`src/rtl/change_dispenser_if.sv`:
```
// Handshake and status bundle between the vending controller and the coin dispenser.
// The controller side is the master; the dispenser side is the slave.
interface change_dispenser_if;
  logic       start;
  logic [7:0] amount;
  logic       refill;
  logic       busy;
  logic       done;
  logic       short;
  logic       coin5;
  logic       coin2;
  logic       coin1;
  logic [7:0] remaining;
  logic [7:0] stock5;
  logic [7:0] stock2;
  logic [7:0] stock1;

  modport master (
    output start, amount, refill,
    input  busy, done, short, coin5, coin2, coin1,
    input  remaining, stock5, stock2, stock1
  );

  modport slave (
    input  start, amount, refill,
    output busy, done, short, coin5, coin2, coin1,
    output remaining, stock5, stock2, stock1
  );
endinterface

```
`src/rtl/change_dispenser.sv`:
```
// Greedy change payout: ejects 5/2/1 zl coins as timed pulses while tracking coin stock.
// Every output comes straight from a flop; reset abandons any payout and reloads the stock.
module change_dispenser #(
  parameter int unsigned PULSE_CYCLES = 4,
  parameter int unsigned GAP_CYCLES   = 4,
  parameter logic [7:0]  STOCK5       = 8'd10,
  parameter logic [7:0]  STOCK2       = 8'd10,
  parameter logic [7:0]  STOCK1       = 8'd10
) (
  input logic                clk,
  input logic                reset,
  change_dispenser_if.slave  dif
);

  typedef enum logic [2:0] {
    S_IDLE,
    S_SELECT,
    S_PULSE,
    S_GAP,
    S_DONE
  } state_t;

  localparam logic [7:0] PULSE_LD = 8'(PULSE_CYCLES - 1);
  localparam logic [7:0] GAP_LD   = 8'(GAP_CYCLES - 1);

  state_t     state_q, state_d;
  logic [7:0] cnt_q, cnt_d;
  logic [7:0] rem_q, rem_d;
  logic [7:0] stk5_q, stk5_d;
  logic [7:0] stk2_q, stk2_d;
  logic [7:0] stk1_q, stk1_d;
  logic       coin5_q, coin5_d;
  logic       coin2_q, coin2_d;
  logic       coin1_q, coin1_d;
  logic       done_q, done_d;
  logic       short_q, short_d;
  logic       busy_q, busy_d;

  always_ff @(posedge clk or posedge reset) begin
    if (reset) begin
      state_q <= S_IDLE;
      cnt_q   <= 8'd0;
      rem_q   <= 8'd0;
      stk5_q  <= STOCK5;
      stk2_q  <= STOCK2;
      stk1_q  <= STOCK1;
      coin5_q <= 1'b0;
      coin2_q <= 1'b0;
      coin1_q <= 1'b0;
      done_q  <= 1'b0;
      short_q <= 1'b0;
      busy_q  <= 1'b0;
    end else begin
      state_q <= state_d;
      cnt_q   <= cnt_d;
      rem_q   <= rem_d;
      stk5_q  <= stk5_d;
      stk2_q  <= stk2_d;
      stk1_q  <= stk1_d;
      coin5_q <= coin5_d;
      coin2_q <= coin2_d;
      coin1_q <= coin1_d;
      done_q  <= done_d;
      short_q <= short_d;
      busy_q  <= busy_d;
    end
  end

  always_comb begin
    state_d = state_q;
    cnt_d   = cnt_q;
    rem_d   = rem_q;
    stk5_d  = stk5_q;
    stk2_d  = stk2_q;
    stk1_d  = stk1_q;
    coin5_d = coin5_q;
    coin2_d = coin2_q;
    coin1_d = coin1_q;
    done_d  = 1'b0;
    short_d = short_q;

    case (state_q)
      S_IDLE: begin
        if (dif.start) begin
          rem_d   = dif.amount;
          short_d = 1'b0;
          state_d = S_SELECT;
        end else if (dif.refill) begin
          stk5_d = STOCK5;
          stk2_d = STOCK2;
          stk1_d = STOCK1;
        end
      end
      S_SELECT: begin
        // Largest coin that fits and is in stock wins; the >= guards keep remaining from wrapping.
        if (rem_q >= 8'd5 && stk5_q != 8'd0) begin
          coin5_d = 1'b1;
          rem_d   = rem_q - 8'd5;
          stk5_d  = stk5_q - 8'd1;
          cnt_d   = PULSE_LD;
          state_d = S_PULSE;
        end else if (rem_q >= 8'd2 && stk2_q != 8'd0) begin
          coin2_d = 1'b1;
          rem_d   = rem_q - 8'd2;
          stk2_d  = stk2_q - 8'd1;
          cnt_d   = PULSE_LD;
          state_d = S_PULSE;
        end else if (rem_q >= 8'd1 && stk1_q != 8'd0) begin
          coin1_d = 1'b1;
          rem_d   = rem_q - 8'd1;
          stk1_d  = stk1_q - 8'd1;
          cnt_d   = PULSE_LD;
          state_d = S_PULSE;
        end else begin
          short_d = (rem_q != 8'd0);
          done_d  = 1'b1;
          state_d = S_DONE;
        end
      end
      S_PULSE: begin
        if (cnt_q == 8'd0) begin
          coin5_d = 1'b0;
          coin2_d = 1'b0;
          coin1_d = 1'b0;
          cnt_d   = GAP_LD;
          state_d = S_GAP;
        end else begin
          cnt_d = cnt_q - 8'd1;
        end
      end
      S_GAP: begin
        if (cnt_q == 8'd0) begin
          state_d = S_SELECT;
        end else begin
          cnt_d = cnt_q - 8'd1;
        end
      end
      S_DONE: begin
        state_d = S_IDLE;
      end
      default: begin
        state_d = S_IDLE;
      end
    endcase

    busy_d = (state_d != S_IDLE);
  end

  assign dif.busy      = busy_q;
  assign dif.done      = done_q;
  assign dif.short     = short_q;
  assign dif.coin5     = coin5_q;
  assign dif.coin2     = coin2_q;
  assign dif.coin1     = coin1_q;
  assign dif.remaining = rem_q;
  assign dif.stock5    = stk5_q;
  assign dif.stock2    = stk2_q;
  assign dif.stock1    = stk1_q;

endmodule

```
`src/flat_wrapper.sv`:
```
// flat-port wrapper written by rule: the top's interface ports become plain ports
module change_dispenser_flat 
#(
  parameter int unsigned PULSE_CYCLES = 4,
  parameter int unsigned GAP_CYCLES   = 4,
  parameter logic [7:0]  STOCK5       = 8'd10,
  parameter logic [7:0]  STOCK2       = 8'd10,
  parameter logic [7:0]  STOCK1       = 8'd10
)
  (clk, reset, dif_start, dif_amount, dif_refill, dif_busy, dif_done, dif_short, dif_coin5, dif_coin2, dif_coin1, dif_remaining, dif_stock5, dif_stock2, dif_stock1);
  change_dispenser_if dif_i ();
  input logic clk;
  input logic reset;
  input wire logic [$bits(dif_i.start)-1:0] dif_start;
  input wire logic [$bits(dif_i.amount)-1:0] dif_amount;
  input wire logic [$bits(dif_i.refill)-1:0] dif_refill;
  output wire logic [$bits(dif_i.busy)-1:0] dif_busy;
  output wire logic [$bits(dif_i.done)-1:0] dif_done;
  output wire logic [$bits(dif_i.short)-1:0] dif_short;
  output wire logic [$bits(dif_i.coin5)-1:0] dif_coin5;
  output wire logic [$bits(dif_i.coin2)-1:0] dif_coin2;
  output wire logic [$bits(dif_i.coin1)-1:0] dif_coin1;
  output wire logic [$bits(dif_i.remaining)-1:0] dif_remaining;
  output wire logic [$bits(dif_i.stock5)-1:0] dif_stock5;
  output wire logic [$bits(dif_i.stock2)-1:0] dif_stock2;
  output wire logic [$bits(dif_i.stock1)-1:0] dif_stock1;
  assign dif_i.start = dif_start;
  assign dif_i.amount = dif_amount;
  assign dif_i.refill = dif_refill;
  assign dif_busy = dif_i.busy;
  assign dif_done = dif_i.done;
  assign dif_short = dif_i.short;
  assign dif_coin5 = dif_i.coin5;
  assign dif_coin2 = dif_i.coin2;
  assign dif_coin1 = dif_i.coin1;
  assign dif_remaining = dif_i.remaining;
  assign dif_stock5 = dif_i.stock5;
  assign dif_stock2 = dif_i.stock2;
  assign dif_stock1 = dif_i.stock1;
  change_dispenser #(.PULSE_CYCLES(PULSE_CYCLES), .GAP_CYCLES(GAP_CYCLES), .STOCK5(STOCK5), .STOCK2(STOCK2), .STOCK1(STOCK1)) u_core (.clk(clk), .reset(reset), .dif(dif_i));
endmodule
```
`config.mk`:
```
export PLATFORM = sky130hd
export DESIGN_NAME = change_dispenser_flat
export DESIGN_NICKNAME = d
export VERILOG_FILES = /design/src/rtl/change_dispenser_if.sv /design/src/rtl/change_dispenser.sv /design/src/flat_wrapper.sv
export SDC_FILE = /design/constraint.sdc
export NUM_CORES = 1
export LEC_CHECK = 0
export ABC_AREA = 1
export BUFFER_PORTS_ARGS = -buffer_cell sky130_fd_sc_hd__buf_2
export CAP_MARGIN = 5
export CORE_ASPECT_RATIO = 1.2
export CORE_MARGIN = 1.5
export CORE_UTILIZATION = 35
export CTS_BUF_LIST = sky130_fd_sc_hd__clkbuf_2 sky130_fd_sc_hd__clkbuf_4 sky130_fd_sc_hd__clkbuf_8
export DETAILED_ROUTE_END_ITERATION = 8
export SKIP_LAST_GASP = 1
export SYNTH_ARGS = -nofsm -noshare
export SYNTH_HDL_FRONTEND = slang
export SYNTH_SLANG_ARGS = --single-unit
```
`constraint.sdc`:
```
create_clock -name clk -period 2.7 [get_ports clk]
set_input_delay 0.135 -clock clk [delete_from_list [all_inputs] [get_ports clk]]
set_output_delay 0.135 -clock clk [all_outputs]
set_load 0.02 [all_outputs]
```
* Word level (Yosys, flattened, before mapping)
Index checks and enable logic that the tools add are counted.
Storage, ports and cells: flip-flop bits (word level) 49, bits of input ports 12, output and inout port bits 38, logic and storage cells 107
Operators by class: add/sub/neg operators 7, magnitude comparators 3, eq/ne operators 15, multiplexer cells 48, reduce and logical (&&, ||, !) cells 22
Operators with widths (number):
- $mux W8 | 17
- $pmux W8 S2 | 4
- $sub A8 B1 Y8 const B | 5
- $reduce_bool A8 Y1 | 4
- $pmux W8 S3 | 1
- $mux W3 | 6
- $mux W1 | 15
- $reduce_and A5 Y1 | 3
- $ne A2 B2 Y1 const B | 7
- $pmux W3 S4 | 1
- $reduce_and A3 Y1 | 3
- $ge A8 B1 Y1 const B | 1
- $ge A8 B2 Y1 const B | 1
- $ge A8 B3 Y1 const B | 1
- $logic_not A8 Y1 | 1
- $ne A2 B1 Y1 const B | 4
- $pmux W1 S2 | 4
- $reduce_and A4 Y1 | 2
- $sub A8 B2 Y8 const B | 1
- $sub A8 B3 Y8 const B | 1
- $eq A3 B2 Y1 const B | 2
- $reduce_and A6 Y1 | 1
- $reduce_bool A3 Y1 | 2
- $ne A4 B1 Y1 const B | 1
- other kinds (4) | 7

* Depth between registers and ports, before layout
Gate-level depths: netlist of run 1.
word-level depth 7, mapped depth 13, depth with buffers taken out 13

* Worst setup path after synthesis of run 1
OpenSTA, ideal clock, no wires.
path type register to register, start point reg u_core.rem_q[1] (netlist: u_core.dif.remaining[1]), end point reg u_core.rem_q[7] (netlist: u_core.dif.remaining[7]), setup time 117 ps, data arrival time 1930 ps, required time 2583 ps, setup slack 653 ps, cell stages (with the launch flop) 13, buffers on the path 1, period minus slack after synthesis 2047 ps, cell sequence dfrtp_1 > inv_1 > ha_1 > inv_1 > nand2_1 > nand2_1 > o21ai_2 > nand2_1 > o21ai_4 > buf_6 > nor2_1 > nand2_1 > nand2_1
Between the ends: cells in the longest elaborated chain, start to end 5, elaborated cells on any way between the ends 15, classes of those cells 3 x add/sub; 3 x order compare; 1 x eq/ne; 4 x mux; 4 x reduce/logical
RTL lines:
- from (decl) | RTL line change_dispenser.sv:28 | logic [7:0] rem_q, rem_d;
- from (signal assigned) | RTL line change_dispenser.sv:56 | rem_q <= rem_d;
- $sub A8 B1 Y8 or $ge A8 B2 Y1 (tied branches) | RTL line change_dispenser.sv:110, change_dispenser.sv:102
- $mux W8 or $logic_and A1 B1 Y1 (tied branches) | RTL line change_dispenser.sv:108, change_dispenser.sv:102
- $mux W8 | RTL line change_dispenser.sv:102 | end else if (rem_q >= 8'd2 && stk2_q != 8'd0) begin
- $mux W8 | RTL line change_dispenser.sv:96 | if (rem_q >= 8'd5 && stk5_q != 8'd0) begin
- $pmux W8 S2 | RTL line change_dispenser.sv:82 | case (state_q)
Parallel ways exist; a longest one is shown, timed or not. The select of a mux whose other input is x is not followed. A chain may end at the register's enable or synchronous reset.

* Final worst setup path of run 1
start point reg u_core.rem_q[0] (netlist: u_core.dif.remaining[0]), end point reg u_core.stk2_q[1] (netlist: u_core.dif.stock2[1])
Between the ends: cells in the longest elaborated chain, start to end 4, elaborated cells on any way between the ends 7, classes of those cells 2 x order compare; 2 x eq/ne; 3 x reduce/logical
RTL lines:
- $ge A8 B3 Y1 or $ge A8 B2 Y1 (tied branches) | RTL line change_dispenser.sv:96, change_dispenser.sv:102
- $logic_and A1 B1 Y1 (on tied branches) | RTL line change_dispenser.sv:96, change_dispenser.sv:102
- $ne A2 B2 Y1 (no source line) or $ne A2 B1 Y1 (tied branches)
- $reduce_and A5 Y1 (no source line) (*)
- to (signal assigned) | RTL line change_dispenser.sv:58 | stk2_q <= stk2_d;
- to (decl) | RTL line change_dispenser.sv:30 | logic [7:0] stk2_q, stk2_d;
Every way passes the cells marked *; elsewhere a longest branch is shown, timed or not.

==> results of run 1 <==
[worst register-to-register path: stages, from the launching register on]
cell and delay [ns]:
dfrtp_1 0.43, inv_1 0.20, ha_1 0.26, inv_1 0.05
nand2_1 0.07, nand2_1 0.11, o21ai_2 0.28, nand2_1 0.14
nand2_1 0.10, nand2_1 0.25, inv_1 0.22, o21ai_0 0.10
o21ai_0 0.09
[synth_stat cells, drive strengths merged]
library cell,instances
dfstp,6
o31ai,1
o21ai,46
ha,13
nand3,38
nand3b,1
inv,57
a31oi,1
nor2,63
a21oi,9
dfrtp,43
nor3,4
o211a,1
nand4,10
xor2,20
xnor2,2
or2,7
o2111ai,3
o211ai,2
nand2,169
buf,11
[path summary, 6_finish.rpt]
kind,startpoint,to,slack (ns)
worst min register to register,u_core.cnt_q[0]$_DFFE_PP0P_,u_core.cnt_q[0]$_DFFE_PP0P_,0.50
min in group clk,dif_amount[7],u_core.dif.remaining[7]$_DFFE_PP0P_,0.14
worst max-delay path,u_core.dif.remaining[0]$_DFFE_PP0P_,u_core.dif.stock2[1]$_DFFE_PP1P_,0.34
worst min-delay path,reset,u_core.dif.stock1[4]$_DFFE_PP0P_,0.07
worst max register to register,u_core.dif.remaining[0]$_DFFE_PP0P_,u_core.dif.stock2[1]$_DFFE_PP1P_,0.34
max in group asynchronous,reset,u_core.dif.remaining[1]$_DFFE_PP0P_,1.97
[per-stage QoR]
| step | std cells | power [uW] | hold slack, ns | cell area (sq um) |
|---|---|---|---|---|
| CTS | 684 | 4730 | 0.113 | 4030 |
| finish | 684 | 4710 | 0.0668 | 4030 |
| floorplan | 507 | 3520 | 0.310 | 3570 |
| detailed placement | 676 | 4230 | 0.465 | 3930 |
| global route | 684 | 5180 | 0.155 | 4030 |
| global placement | 676 | 4180 | 0.450 | 3930 |
[per-layer routing]
| layer | wire length, microns | share of wire [%] | vias up | global-route usage [%] |
|---|---|---|---|---|
| li1 | - | - | 1704 | - |
| met1 | 3930 | 45 | 1567 | 23.2 |
| met2 | 4320 | 49 | 80 | 28.8 |
| met3 | 436 | 5.0 | 8 | 3.07 |
| met4 | 112 | 1.3 | 0 | 5.17 |
| met5 | 0 | 0 | - | 0 |
[power by group through the flow]
stage	Combinational (uW)	Sequential [uW]	Clock [uW]
floorplan	2010	1510	0
global placement	2850	1330	0
detailed placement	2890	1340	0
CTS	2900	1330	502
global route	3280	1370	530
finish	2890	1320	488
[cell families (layout without fill, tap and decap cells)]
logic type | after synthesis | after routing | synth area share, %
and+or+nand+nor | 292 | 292 | 36.0
buffers and inverters | 68 | 119 | 8.24
AOI/OAI and AO/OA | 63 | 63 | 11.2
DFF | 49 | 49 | 34.6
xor gates and xnor gates | 22 | 22 | 5.40
adders and majority gates | 13 | 13 | 4.56
[sequential cells by signal, summed over array words and instances, names as in the netlist]
register and cells:
u_core.cnt_q 8, u_core.dif.remaining 8, u_core.dif.stock1 8, u_core.dif.stock2 8, u_core.dif.stock5 8, u_core.state_q 3, u_core.dif.busy 1, u_core.dif.coin1 1
u_core.dif.coin2 1, u_core.dif.coin5 1, u_core.dif.done 1, u_core.dif.short 1
[area by class of cell]
type	count	area [sq um]	area share, %
Clock inverter	1	7.51	0.186
Multi-Input combinational cell	390	2040	50.7
Sequential cell	49	1230	30.6
Tap cell	126	158	3.92
Timing Repair Buffer	54	283	7.02
Clock buffer	7	90.1	2.24
Inverter	57	214	5.31
==> run_results.csv, run 1 <==
group,metric,value,unit
grt,grtUsageTotal,17.5,%
clock_network,cts_made_buffers,5,
cells_and_area,layout_commonest_cell,"nand2_1",
cells_and_area,drive_above_1_share,19.4,%
sta,rsz0062_at_grt,"no",
outcome,run_status,"completed",
setup_path,crit_top_cell,"nand2_1",
floorplan,start_util,35.8,%
sta,fin_crit_sh,87.4,%
clock_network,clk_pin_slew_worst_paths,0.09,ns
clock_network,htree_levels,2,
power_and_ir_drop,combPwrFrac,61.5,%
hold_path,hold_class,"in -> async",
setup_path,crit_fanout,11,
grt,grt_max_degree,50,
power_and_ir_drop,p_leak,0.00205,uW
synth,ys_ff_latch,49,
synth,yosysSeqAreaShare,34.6,%
flow_run,cap_violations,0,
synth,synth_top_area_cell,"dfrtp_1",
sta,maxSlewHeadroom,29.4,%
synth,syn_area,0.00357,sq mm
placed_design,pre_cts_ws,0.371,ns
clock_network,cts-root-buf,"clkbuf_8",
grt,grt_pass1_wl,15100,microns
floorplan,die_h,114,microns
route,route.antenna.remaining_nets,0,
grt,grt_overflow,0,
setup_path,crit_chain,"inv_1, ha_1, inv_1, nand2_1, nand2_1, o21ai_2, nand2_1, nand2_1, nand2_1, inv_1, o21ai_0, o21ai_0",
sta,worst_slack,0.339,ns
placed_design,port_buffers,49,
setup_path,startpoint_type,"register",
cells_and_area,fillers,1053,
grt,grt_pass1_vias,3173,
clock_network,clockBufferDepth,2,
synth,synth_cell_types,34,
sta,fmax,0.424,GHz
setup_path,cp.depth,12,
setup_path,required,2.95,ns
sta,worstMarginPinSlew,1.06,ns
floorplan,die_w,95.2,microns
power_and_ir_drop,p_int,2230,uW
clock_network,cts_hold_buffers,0,
clock_network,worstSkewPairLatency,0.32,ns
route,wl_per_cell,12.9,microns
synth,synth_area_leaders,"dfrtp_1 (30%), nand2_1 (17%), nor2_1 (5.9%)",
power_and_ir_drop,p_switching,2470,uW
synth,yosys_warnings,0,
setup_path,worstSetupPathType,"reg -> reg",
floorplan,dieArea,0.0108,sq mm
sta,setup_viol,0,
floorplan,ios,50,
synth,yosysTopAreaCellShare,30.2,%
route,drt_iter0_drc,214,
sta,fin_crit,2.36,ns
route,first_pass_iters,5,
sta,setup_tns,0,ns
power_and_ir_drop,p_seq_share,28.1,%
clock_network,cts_setup_buffers,0,
power_and_ir_drop,p_per_area,1170,mW/mm^2
clock_network,cts.sinks,49,
cells_and_area,final_util,40.4,%
power_and_ir_drop,netSwitchingFraction,52.6,%
power_and_ir_drop,peakVddDrop,505,uV
route,vias_per_cell,4.91,
power_and_ir_drop,pwr-share-clk,10.4,%
placed_design,gp_congestion,0.904,
sta,final-max-slew-violation-count,0,
cells_and_area,nets,582,
setup_path,critPathArrivalTime,2.61,ns
sta,skew,0.00763,ns
floorplan,core,0.00996,sq mm
setup_path,critPathBufInv,3,
setup_path,slowest_stage,"dfrtp_1",
cells_and_area,layout_common_cells,"nand2_1 (163), nor2_1 (56), inv_1 (53)",
setup_path,critical-path-top-delay-family,"simple AND/OR/NAND/NOR gates",
clock_network,tritoncts,"built",
setup_path,setup.worst_path.end_class,"register",
route,vias,3359,
route,finalWirelength,8800,microns
route,drt_drc_violations_left,0,
synth,syn-num-nets,532,
synth,syn_area_per_cell,7.04,sq um
floorplan,num_rows,40,
placed_design,dpl.hpwl,6550,microns
grt,antenna_found_initial,0,
setup_path,cpPeakStageDelay,0.43,ns
synth,synth_cells,507,
setup_path,reg2reg_depth,12,
clock_network,post_cts_resized,0,
cells_and_area,diodes,0,
sta,hold_violations,0,
cells_and_area,area_growth,12.8,%
Note: power is estimated with default switching activity, not from simulation.
==> run 2, diff against run 1 <==
--- a/config.mk
+++ b/config.mk
@@ -15,2 +15,4 @@
 export DETAILED_ROUTE_END_ITERATION = 8
+export GPL_ROUTABILITY_DRIVEN = 0
+export PLACE_DENSITY = 0.55
 export SKIP_LAST_GASP = 1
==> constraint.sdc (replaced) <==
create_clock -name clk -period 2.7 [get_ports clk]
set_input_delay 0.405 -clock clk [delete_from_list [all_inputs] [get_ports clk]]
set_output_delay 0.405 -clock clk [all_outputs]
set_load 0.02 [all_outputs]
==> run_results.csv, run 2 (synthesized netlist as in run 1, its figures left out) <==
group,metric,value,unit
cells_and_area,final_util,40.7,%
power_and_ir_drop,p_seq_share,27.9,%
power_and_ir_drop,p_per_area,1180,mW/mm^2
outcome,run_status,"completed",
sta,fmax,0.434,GHz
clock_network,clockBufferDepth,2,
power_and_ir_drop,netSwitchingFraction,52.0,%
placed_design,pre_cts_ws,0.426,ns
route,route.antenna.remaining_nets,0,
route,drt_drc_violations_left,0,
clock_network,cts_hold_buffers,0,
sta,final-max-slew-violation-count,0,
floorplan,core,0.00996,sq mm
route,vias,3343,
grt,grt_overflow,0,
floorplan,dieArea,0.0108,sq mm
placed_design,dpl.hpwl,6760,microns
setup_path,critPathArrivalTime,2.54,ns
route,first_pass_iters,5,
placed_design,port_buffers,49,
setup_path,required,2.94,ns
sta,hold_violations,0,
sta,holdWs,0.0499,ns
grt,antenna_found_initial,0,
sta,worst_slack,0.395,ns
route,wl_per_cell,13.0,microns
floorplan,die_h,114,microns
clock_network,cts.sinks,49,
floorplan,num_rows,40,
clock_network,tritoncts,"built",
cells_and_area,drive_above_1_share,19.6,%
power_and_ir_drop,combPwrFrac,60.4,%
grt,grt_max_degree,19,
power_and_ir_drop,pwr-share-clk,11.7,%
clock_network,cts-root-buf,"clkbuf_8",
clock_network,htree_levels,2,
sta,maxSlewHeadroom,68.2,%
grt,grtUsageTotal,17.4,%
clock_network,post_cts_resized,0,
route,drt_iter0_drc,145,
power_and_ir_drop,peakVddDrop,407,uV
hold_path,hold_class,"in -> async",
setup_path,worstSetupPathType,"reg -> reg",
cells_and_area,area_growth,13.7,%
power_and_ir_drop,p_switching,2490,uW
route,vias_per_cell,4.87,
grt,grt_pass1_vias,3149,
sta,fin_crit,2.30,ns
cells_and_area,layout_common_cells,"nand2_1 (163), nor2_1 (56), inv_1 (53)",
clock_network,worstSkewPairLatency,0.32,ns
setup_path,setup.worst_path.end_class,"register",
sta,skew,0.0119,ns
route,finalWirelength,8930,microns
power_and_ir_drop,p_int,2290,uW
floorplan,start_util,35.8,%
clock_network,cts_setup_buffers,0,
flow_run,cap_violations,0,
setup_path,crit_fanout,11,
clock_network,cts_made_buffers,5,
grt,grt_pass1_wl,15000,microns
sta,setup_viol,0,
sta,worstMarginPinSlew,0.477,ns
sta,fin_crit_sh,85.4,%
power_and_ir_drop,total_power,4770,uW
floorplan,ios,50,
clock_network,clk_pin_slew_worst_paths,0.10,ns
sta,rsz0062_at_grt,"no",
setup_path,startpoint_type,"register",
power_and_ir_drop,p_leak,0.00207,uW
cells_and_area,nets,584,
cells_and_area,layout_commonest_cell,"nand2_1",
cells_and_area,diodes,0,
sta,setup_tns,0,ns
floorplan,die_w,95.2,microns
[run 2: cell types whose count changed in the layout (fill, tap and decap cells not counted), sizes merged]
cell      change
clkinv        +1
inv           +1
buf           +2
clkbuf        -2
clkinvlp      -1
bufinv        +1
[run 2: per-layer routing]
metal  vias to the layer above  track usage [%]  routed length [microns]
met5                         -                0                        0
met4                         0             4.88                      130
met3                        16             2.73                      447
met2                        84             29.4                     4410
met1                      1530             22.7                     3940
li1                       1713                -                        -
[run 2: layout make-up]
class	instances	area (sq um)
clock buffers	5	68.8
repair buffers	56	298
clock inverters	3	43.8
fillers	1042	5900
inverters	57	214
flip-flops and latches	49	1230
well taps	126	158
multi-input cells	390	2040
[run 2: critical path: stages (launching register included)]
cell	delay [ns]
dfrtp_1	0.43
inv_1	0.21
ha_1	0.25
inv_1	0.05
nand2_1	0.07
nand2_1	0.10
o21ai_2	0.22
nand2_1	0.11
nand2_1	0.09
nand2_1	0.25
inv_1	0.23
o21ai_0	0.10
o21ai_0	0.10
[run 2: power groups by stage]
stage	clock network (uW)	logic (uW)	registers, uW
after floorplan	0	2010	1510
after global placement	0	2870	1340
after detailed placement	0	2890	1340
after CTS	577	2910	1330
after global routing	605	3270	1380
final	559	2890	1330
[run 2: stage by stage]
step | std cells | area [sq um]
5_1_grt | 686 | 4060
6_report | 686 | 4060
2_1_floorplan | 507 | 3570
3_5_place_dp | 678 | 3940
4_1_cts | 686 | 4060
3_3_place_gp | 678 | 3940
[run 2: path summary, 6_finish.rpt]
kind                                                      from                          endpoint  slack [ns]  depth (start not counted)
setup / recovery           u_core.dif.remaining[0]$_DFFE_PP0P_  u_core.dif.stock2[1]$_DFFE_PP1P_        0.40                         12
hold / removal                                           reset  u_core.dif.stock1[4]$_DFFE_PP0P_        0.05                          2
setup reg to reg           u_core.dif.remaining[0]$_DFFE_PP0P_  u_core.dif.stock2[1]$_DFFE_PP1P_        0.40                         12
hold reg to reg                   u_core.dif.coin2$_DFFE_PP0P_      u_core.dif.coin2$_DFFE_PP0P_        0.49                          2
max in group asynchronous                                reset  u_core.dif.stock2[1]$_DFFE_PP1P_        2.03                          3
min in group clk                                     dif_start       u_core.state_q[0]$_DFF_PP0_        0.39                          3
